## src/rtl/reg_file_2r1w_pkg.sv

```systemverilog
// Shared definitions for the dual-bank register file: bank encoding,
// register-number type and the GPR-zero helper.
package reg_file_2r1w_pkg;

  localparam int unsigned REG_NO_W = 5;
  localparam int unsigned NREG_DEF = 32;
  localparam int unsigned XLEN_DEF = 32;

  localparam logic BANK_GPR = 1'b0;
  localparam logic BANK_FPR = 1'b1;

  typedef logic [REG_NO_W-1:0] reg_no_t;

  // GPR 0 is hardwired: never stored, never bypassed, never pending.
  function automatic logic is_zero_reg(logic fmode, reg_no_t no);
    return (fmode == BANK_GPR) && (no == reg_no_t'(0));
  endfunction

endpackage

```

## src/rtl/reg_file_2r1w_scoreboard.sv

```systemverilog
// Pending-producer scoreboard: one bit per register per bank, with
// flush > issue-set > writeback-clear priority and combinational busy lookup.
module reg_scoreboard
  import reg_file_2r1w_pkg::*;
#(
  parameter int unsigned NREG = NREG_DEF
) (
  input  logic                clk,
  input  logic                rstn,
  input  logic                flush_i,
  input  logic                issue_en_i,
  input  logic                issue_fmode_i,
  input  logic [REG_NO_W-1:0] issue_no_i,
  input  logic                wb_en_i,
  input  logic                wb_fmode_i,
  input  logic [REG_NO_W-1:0] wb_no_i,
  input  logic                rd1_fmode_i,
  input  logic [REG_NO_W-1:0] rd1_no_i,
  output logic                busy1_c_o,
  input  logic                rd2_fmode_i,
  input  logic [REG_NO_W-1:0] rd2_no_i,
  output logic                busy2_c_o
);

  logic [NREG-1:0] pend_g_q, pend_g_d;
  logic [NREG-1:0] pend_f_q, pend_f_d;

  // Clear first, then set, so a same-cycle issue keeps the bit pending.
  always_comb begin
    pend_g_d = pend_g_q;
    pend_f_d = pend_f_q;
    if (flush_i) begin
      pend_g_d = '0;
      pend_f_d = '0;
    end else begin
      if (wb_en_i) begin
        if (wb_fmode_i == BANK_FPR) pend_f_d[wb_no_i] = 1'b0;
        else                        pend_g_d[wb_no_i] = 1'b0;
      end
      if (issue_en_i && !is_zero_reg(issue_fmode_i, issue_no_i)) begin
        if (issue_fmode_i == BANK_FPR) pend_f_d[issue_no_i] = 1'b1;
        else                           pend_g_d[issue_no_i] = 1'b1;
      end
    end
  end

  always_ff @(posedge clk or negedge rstn) begin
    if (!rstn) begin
      pend_g_q <= '0;
      pend_f_q <= '0;
    end else begin
      pend_g_q <= pend_g_d;
      pend_f_q <= pend_f_d;
    end
  end

  function automatic logic busy_of(logic f, logic [REG_NO_W-1:0] no,
                                   logic [NREG-1:0] pg, logic [NREG-1:0] pf,
                                   logic wen, logic wf, logic [REG_NO_W-1:0] wno);
    logic pend;
    pend = (f == BANK_FPR) ? pf[no] : pg[no];
    return pend && !(wen && (wf == f) && (wno == no));
  endfunction

  // A same-cycle writeback resolves the operand; a same-cycle issue does not.
  always_comb begin
    busy1_c_o = busy_of(rd1_fmode_i, rd1_no_i, pend_g_q, pend_f_q,
                        wb_en_i, wb_fmode_i, wb_no_i);
    busy2_c_o = busy_of(rd2_fmode_i, rd2_no_i, pend_g_q, pend_f_q,
                        wb_en_i, wb_fmode_i, wb_no_i);
  end

endmodule

```

## src/rtl/reg_file_2r1w.sv

```systemverilog
// Dual-bank (GPR/FPR) register file with two combinational read ports,
// one writeback port with write-through bypass, and a pending scoreboard.
module reg_file_2r1w
  import reg_file_2r1w_pkg::*;
#(
  parameter int unsigned NREG = NREG_DEF,
  parameter int unsigned XLEN = XLEN_DEF
) (
  input  logic                clk,
  input  logic                rstn,
  input  logic                fmode1,
  input  logic [REG_NO_W-1:0] reg1,
  output logic [XLEN-1:0]     reg_out1,
  output logic                busy1,
  input  logic                fmode2,
  input  logic [REG_NO_W-1:0] reg2,
  output logic [XLEN-1:0]     reg_out2,
  output logic                busy2,
  input  logic                issue_enable,
  input  logic                issue_fmode,
  input  logic [REG_NO_W-1:0] issue_no,
  input  logic                wb_enable,
  input  logic                wb_fmode,
  input  logic [REG_NO_W-1:0] wb_no,
  input  logic [XLEN-1:0]     wb_data,
  input  logic                flush
);

  logic [XLEN-1:0] gpr_q [NREG];
  logic [XLEN-1:0] fpr_q [NREG];
  logic            wr_en;

  assign wr_en = wb_enable && !is_zero_reg(wb_fmode, wb_no);

  always_ff @(posedge clk or negedge rstn) begin
    if (!rstn) begin
      for (int i = 0; i < int'(NREG); i++) begin
        gpr_q[i] <= '0;
        fpr_q[i] <= '0;
      end
    end else if (wr_en) begin
      if (wb_fmode == BANK_FPR) fpr_q[wb_no] <= wb_data;
      else                      gpr_q[wb_no] <= wb_data;
    end
  end

  function automatic logic [XLEN-1:0] rd_data(logic f, logic [REG_NO_W-1:0] no);
    if (is_zero_reg(f, no))
      return '0;
    if (wb_enable && (wb_fmode == f) && (wb_no == no))
      return wb_data;
    return (f == BANK_FPR) ? fpr_q[no] : gpr_q[no];
  endfunction

  always_comb begin
    reg_out1 = rd_data(fmode1, reg1);
    reg_out2 = rd_data(fmode2, reg2);
  end

  reg_scoreboard #(
    .NREG (NREG)
  ) u_scoreboard (
    .clk           (clk),
    .rstn          (rstn),
    .flush_i       (flush),
    .issue_en_i    (issue_enable),
    .issue_fmode_i (issue_fmode),
    .issue_no_i    (issue_no),
    .wb_en_i       (wb_enable),
    .wb_fmode_i    (wb_fmode),
    .wb_no_i       (wb_no),
    .rd1_fmode_i   (fmode1),
    .rd1_no_i      (reg1),
    .busy1_c_o     (busy1),
    .rd2_fmode_i   (fmode2),
    .rd2_no_i      (reg2),
    .busy2_c_o     (busy2)
  );

endmodule
```

## config.mk

```make
export PLATFORM = sky130hd
export DESIGN_NAME = reg_file_2r1w
export DESIGN_NICKNAME = d
export VERILOG_FILES = /design/src/rtl/reg_file_2r1w_pkg.sv /design/src/rtl/reg_file_2r1w_scoreboard.sv /design/src/rtl/reg_file_2r1w.sv
export SDC_FILE = /design/constraint.sdc
export NUM_CORES = 2
export LEC_CHECK = 0
export CORE_AREA = 2 2 481 483
export CTS_BUF_LIST = sky130_fd_sc_hd__clkbuf_8
export DETAILED_ROUTE_END_ITERATION = 8
export DIE_AREA = 0 0 483 485
export PLACE_DENSITY_LB_ADDON = 0.15
export SYNTH_ARGS = -nofsm -noshare
export SYNTH_HDL_FRONTEND = slang
export SYNTH_SLANG_ARGS = --single-unit
```

## constraint.sdc

```tcl
create_clock -name clk -period 3.05 [get_ports clk]
set_clock_uncertainty 0.1 [all_clocks]
set_input_delay 0.4575 -clock clk [delete_from_list [all_inputs] [get_ports clk]]
set_output_delay 0.4575 -clock clk [all_outputs]
set_load 0.005 [all_outputs]
```

==> results.json <==
{
  "holdCritStartpoint": "wb_data[21]",
  "cell_internal_pwr_uw": 55300,
  "wire_per_inst_um": 34.0,
  "maxSlewHeadroom": 0.369,
  "vias_per_cell": 6.62,
  "combPwrFrac": 0.204,
  "fin_crit_sh": 1.31,
  "ctsHtreeMaxLevel": 5,
  "grt_pass1_wl_mm": 585,
  "hold_viol": 0,
  "cts_made_buffers": 381,
  "synth_top_family_by_area": "multiplexers",
  "vias": 78000,
  "whs_endpoint": "gpr_q[501]$_DFFE_PN0P_",
  "rrSetupSlack_ns": 1.94,
  "drive_above_1_share": 0.609,
  "rsz0062_at_grt": "true",
  "grt-ovfl-total": 0,
  "grt_pass1_vias": 81200,
  "drt-total-wl_mm": 401,
  "yosys.area_share.adder": 0,
  "ys_warn_count": 0,
  "synth_area_per_cell_um2": 15.0,
  "clock.fmax_ghz": 0.251,
  "start_util": 0.498,
  "synth_nets": 7649,
  "r2r_end": "fpr_q[282]$_DFFE_PN0P_",
  "cp_data_required_time_ns": 2.49,
  "track_usage": 0.343,
  "synth_compound_area_frac": 0.0386,
  "nNetsFinal": 8563,
  "path_class": "flop to output pin",
  "area_growth_pct": 20.5,
  "finalCriticalPeriod_ns": 3.99,
  "worstRegToRegCells": 3,
  "grt_max_degree": 117,
  "drc": 0,
  "powerDensity_mw_per_mm2": 558,
  "violations": "negative setup slack",
  "dp.final_hpwl_mm": 267,
  "crit_fanout": 3,
  "core_mm2": 0.229,
  "ys_seq_area_frac": 0.463,
  "synth_edf_count": 0,
  "synth_cells": 7588,
  "outcome": "finished, violations left",
  "ys_ff_latch": 2112,
  "max_cap_violations": 0,
  "slew_violations": 0,
  "drt_iter0_drc": 7677,
  "post-route-worst-setup-slack_ns": -0.938,
  "root_buffer": "clkbuf_8",
  "cts_tree": "built",
  "p_sw_frac": 0.279,
  "antenna_found_initial": 16,
  "netlist_area_mm2": 0.114,
  "clock_latency_ns": 1.11,
  "synth-xor-area-share": 0.000921,
  "r2r-start": "fpr_q[282]$_DFFE_PN0P_",
  "switchingPower_uw": 21400,
  "die_area_mm2": 0.234,
  "p_leak_uw": 0.0618,
  "hold_depth": 3,
  "worst_setup_path_start_kind": "flop",
  "clk_pin_slew_ns": 0.06,
  "ys_types": 59,
  "setup_viol": 66,
  "ys.flop_type": "dfrtp_1",
  "die_y_um": 485,
  "clk_path_buf_depth": 4,
  "synth_mux_area_frac": 0.446,
  "tightest_slew_ns": 0.945,
  "end_kind": "output pin",
  "die_w_um": 483,
  "peakVddDrop_v": 0.000320,
  "std_cell_rows": 176,
  "portBuffers": 126,
  "cp_data_arrival_time_ns": 3.43,
  "postSynth.asyncResetShare": 1.00,
  "place.gp.congestion": 0.953,
  "yosys.area_share.simple": 0.0156,
  "ioPinCount": 127,
  "pwr-share-clk": 0.350,
  "finalPower_uw": 76800,
  "preCtsSetupSlack_ns": -1.77,
  "ant_nets": 0,
  "share_seq_of_total_power": 0.446,
  "firstDrtPassIters": 6,
  "cts.sinks": 2112,
  "holdCritPathClass": "primary input to flop"
}
==> cells in the mapped netlist (4+ instances only) <==
cell | count | area, um2
buf_6 | 41 | 462
nand3_1 | 11 | 55.1
xnor2_1 | 11 | 96.3
nand2_1 | 158 | 593
a32oi_1 | 7 | 61.3
dfrtp_1 | 2112 | 52900
and3_1 | 24 | 150
mux2_2 | 2118 | 23900
buf_2 | 223 | 1120
a221oi_1 | 15 | 131
mux4_2 | 1064 | 24000
nor2_1 | 113 | 424
buf_4 | 51 | 383
a211oi_1 | 73 | 548
nand2b_1 | 6 | 37.5
nor2b_1 | 27 | 169
o31ai_1 | 5 | 37.5
o21ai_0 | 172 | 861
a21boi_0 | 38 | 285
nor3b_1 | 5 | 37.5
nor3_1 | 17 | 85.1
mux2i_1 | 310 | 3100
a2111oi_0 | 6 | 52.6
clkbuf_1 | 467 | 1750
a31oi_1 | 20 | 125
and2_1 | 8 | 50.1
buf_1 | 83 | 312
o22ai_1 | 64 | 400
or3_1 | 4 | 25.0
a221o_1 | 4 | 40.0
o221ai_1 | 28 | 245
a21oi_1 | 190 | 951
a22oi_1 | 72 | 541
==> flip-flops by register name, summed over array words and instances, names as in the netlist <==
signal,flops
fpr_q,1024
gpr_q,1024
u_scoreboard.pend_f_q,32
u_scoreboard.pend_g_q,32
==> placed cells by master, fill, tap and decap left out, drive strengths merged, types with 73 or more instances in the layout <==
| cell | netlist | routed |
|---|---|---|
| a21oi | 190 | 190 |
| nor2 | 113 | 113 |
| o21ai | 172 | 172 |
| mux2 | 2118 | 2118 |
| inv | 2 | 122 |
| mux4 | 1064 | 1064 |
| mux2i | 310 | 310 |
| nand2 | 158 | 158 |
| clkbuf | 467 | 472 |
| buf | 400 | 1349 |
| dfrtp | 2112 | 2112 |
| a211oi | 73 | 73 |
==> what timing repair did <==
item | 4_1_cts | 5_1_grt
resized for setup | 592 | 56
setup buffers | 65 | 21
endpoints found under the setup margin | 66 | 66
hold buffers | 32 | 0
pin swaps | 134 | 28
hold endpoints to repair | 3299 | 0
gates cloned | 1 | 0
==> logic make-up after synthesis <==
| group | after synthesis |
|---|---|
| buffers and inverters | 870 |
| XOR/XNOR | 12 |
| multiplexers | 3492 |
| flip-flops | 2112 |
| AO/OA/AOI/OAI | 709 |
| AND/OR/NAND/NOR | 393 |
==> metrics by stage <==
step	utilization	setup TNS [ns]	instance area, um2	hold slack [ns]	std cells
after floorplan	-	0	114000	0.0619	7588
after global placement	0.556	-77.00	127000	0.277	11000
after detailed placement	0.556	-77.52	127000	0.282	11000
after CTS	0.599	-48.78	137000	0.00612	11800
after global routing	0.600	-49.11	138000	0.106	11800
final	0.600	-44.51	138000	0.117	11800
==> layout make-up <==
cell class | count | area, um2
Sequential cell | 2112 | 52900
Timing Repair Buffer | 1398 | 14000
Inverter | 3 | 18.8
Multi-Input combinational cell | 4606 | 59300
Tap cell | 3026 | 3790
Clock buffer | 472 | 6500
Clock inverter | 168 | 986
Fill cell | 17500 | 91500
Antenna cell | 3 | 7.51
==> metal layers <==
metal | up-vias | GRT usage | share of wire
met1 | 42200 | 0.468 | 0.40
met5 | - | 0 | 0.000025
met4 | 2 | 0.163 | 0.052
met3 | 943 | 0.0791 | 0.089
li1 | 31200 | - | -
met2 | 3710 | 0.523 | 0.46
==> critical path, cell delays in order, from the launching register on <==
cell and delay [ns]:
dfrtp_1 0.40, mux4_2 0.49, mux4_2 0.58, a211o_1 0.36, o21ai_1 0.10, buf_4 0.15, o22ai_4 0.09, buf_2 0.15
==> worst max-delay path by stage <==
| stage | start | endpoint | slack, ns | cells past startpoint |
|---|---|---|---|---|
| global route | fpr_q[82]$_DFFE_PN0P_ | reg_out2[18] | -1.0 | 5 |
| global placement | reg2[0] | reg_out2[20] | -1.80 | 14 |
| CTS | gpr_q[990]$_DFFE_PN0P_ | reg_out2[30] | -0.98 | 7 |
| floorplan | reg2[0] | reg_out2[10] | 0.16 | 7 |
| finish | gpr_q[990]$_DFFE_PN0P_ | reg_out2[30] | -0.94 | 7 |
| detailed placement | reg2[0] | reg_out2[20] | -1.77 | 14 |
==> power groups by stage <==
stage          sequential (uW)  combinational, uW  clock, uW
6_report                 34200              15700      26900
3_5_place_dp             34600              14800          0
4_1_cts                  34100              15400      27300
3_3_place_gp             34400              14500          0
2_1_floorplan            33700               9430          0
5_1_grt                  34700              16500      28600
(Power assumes the default switching activity.)
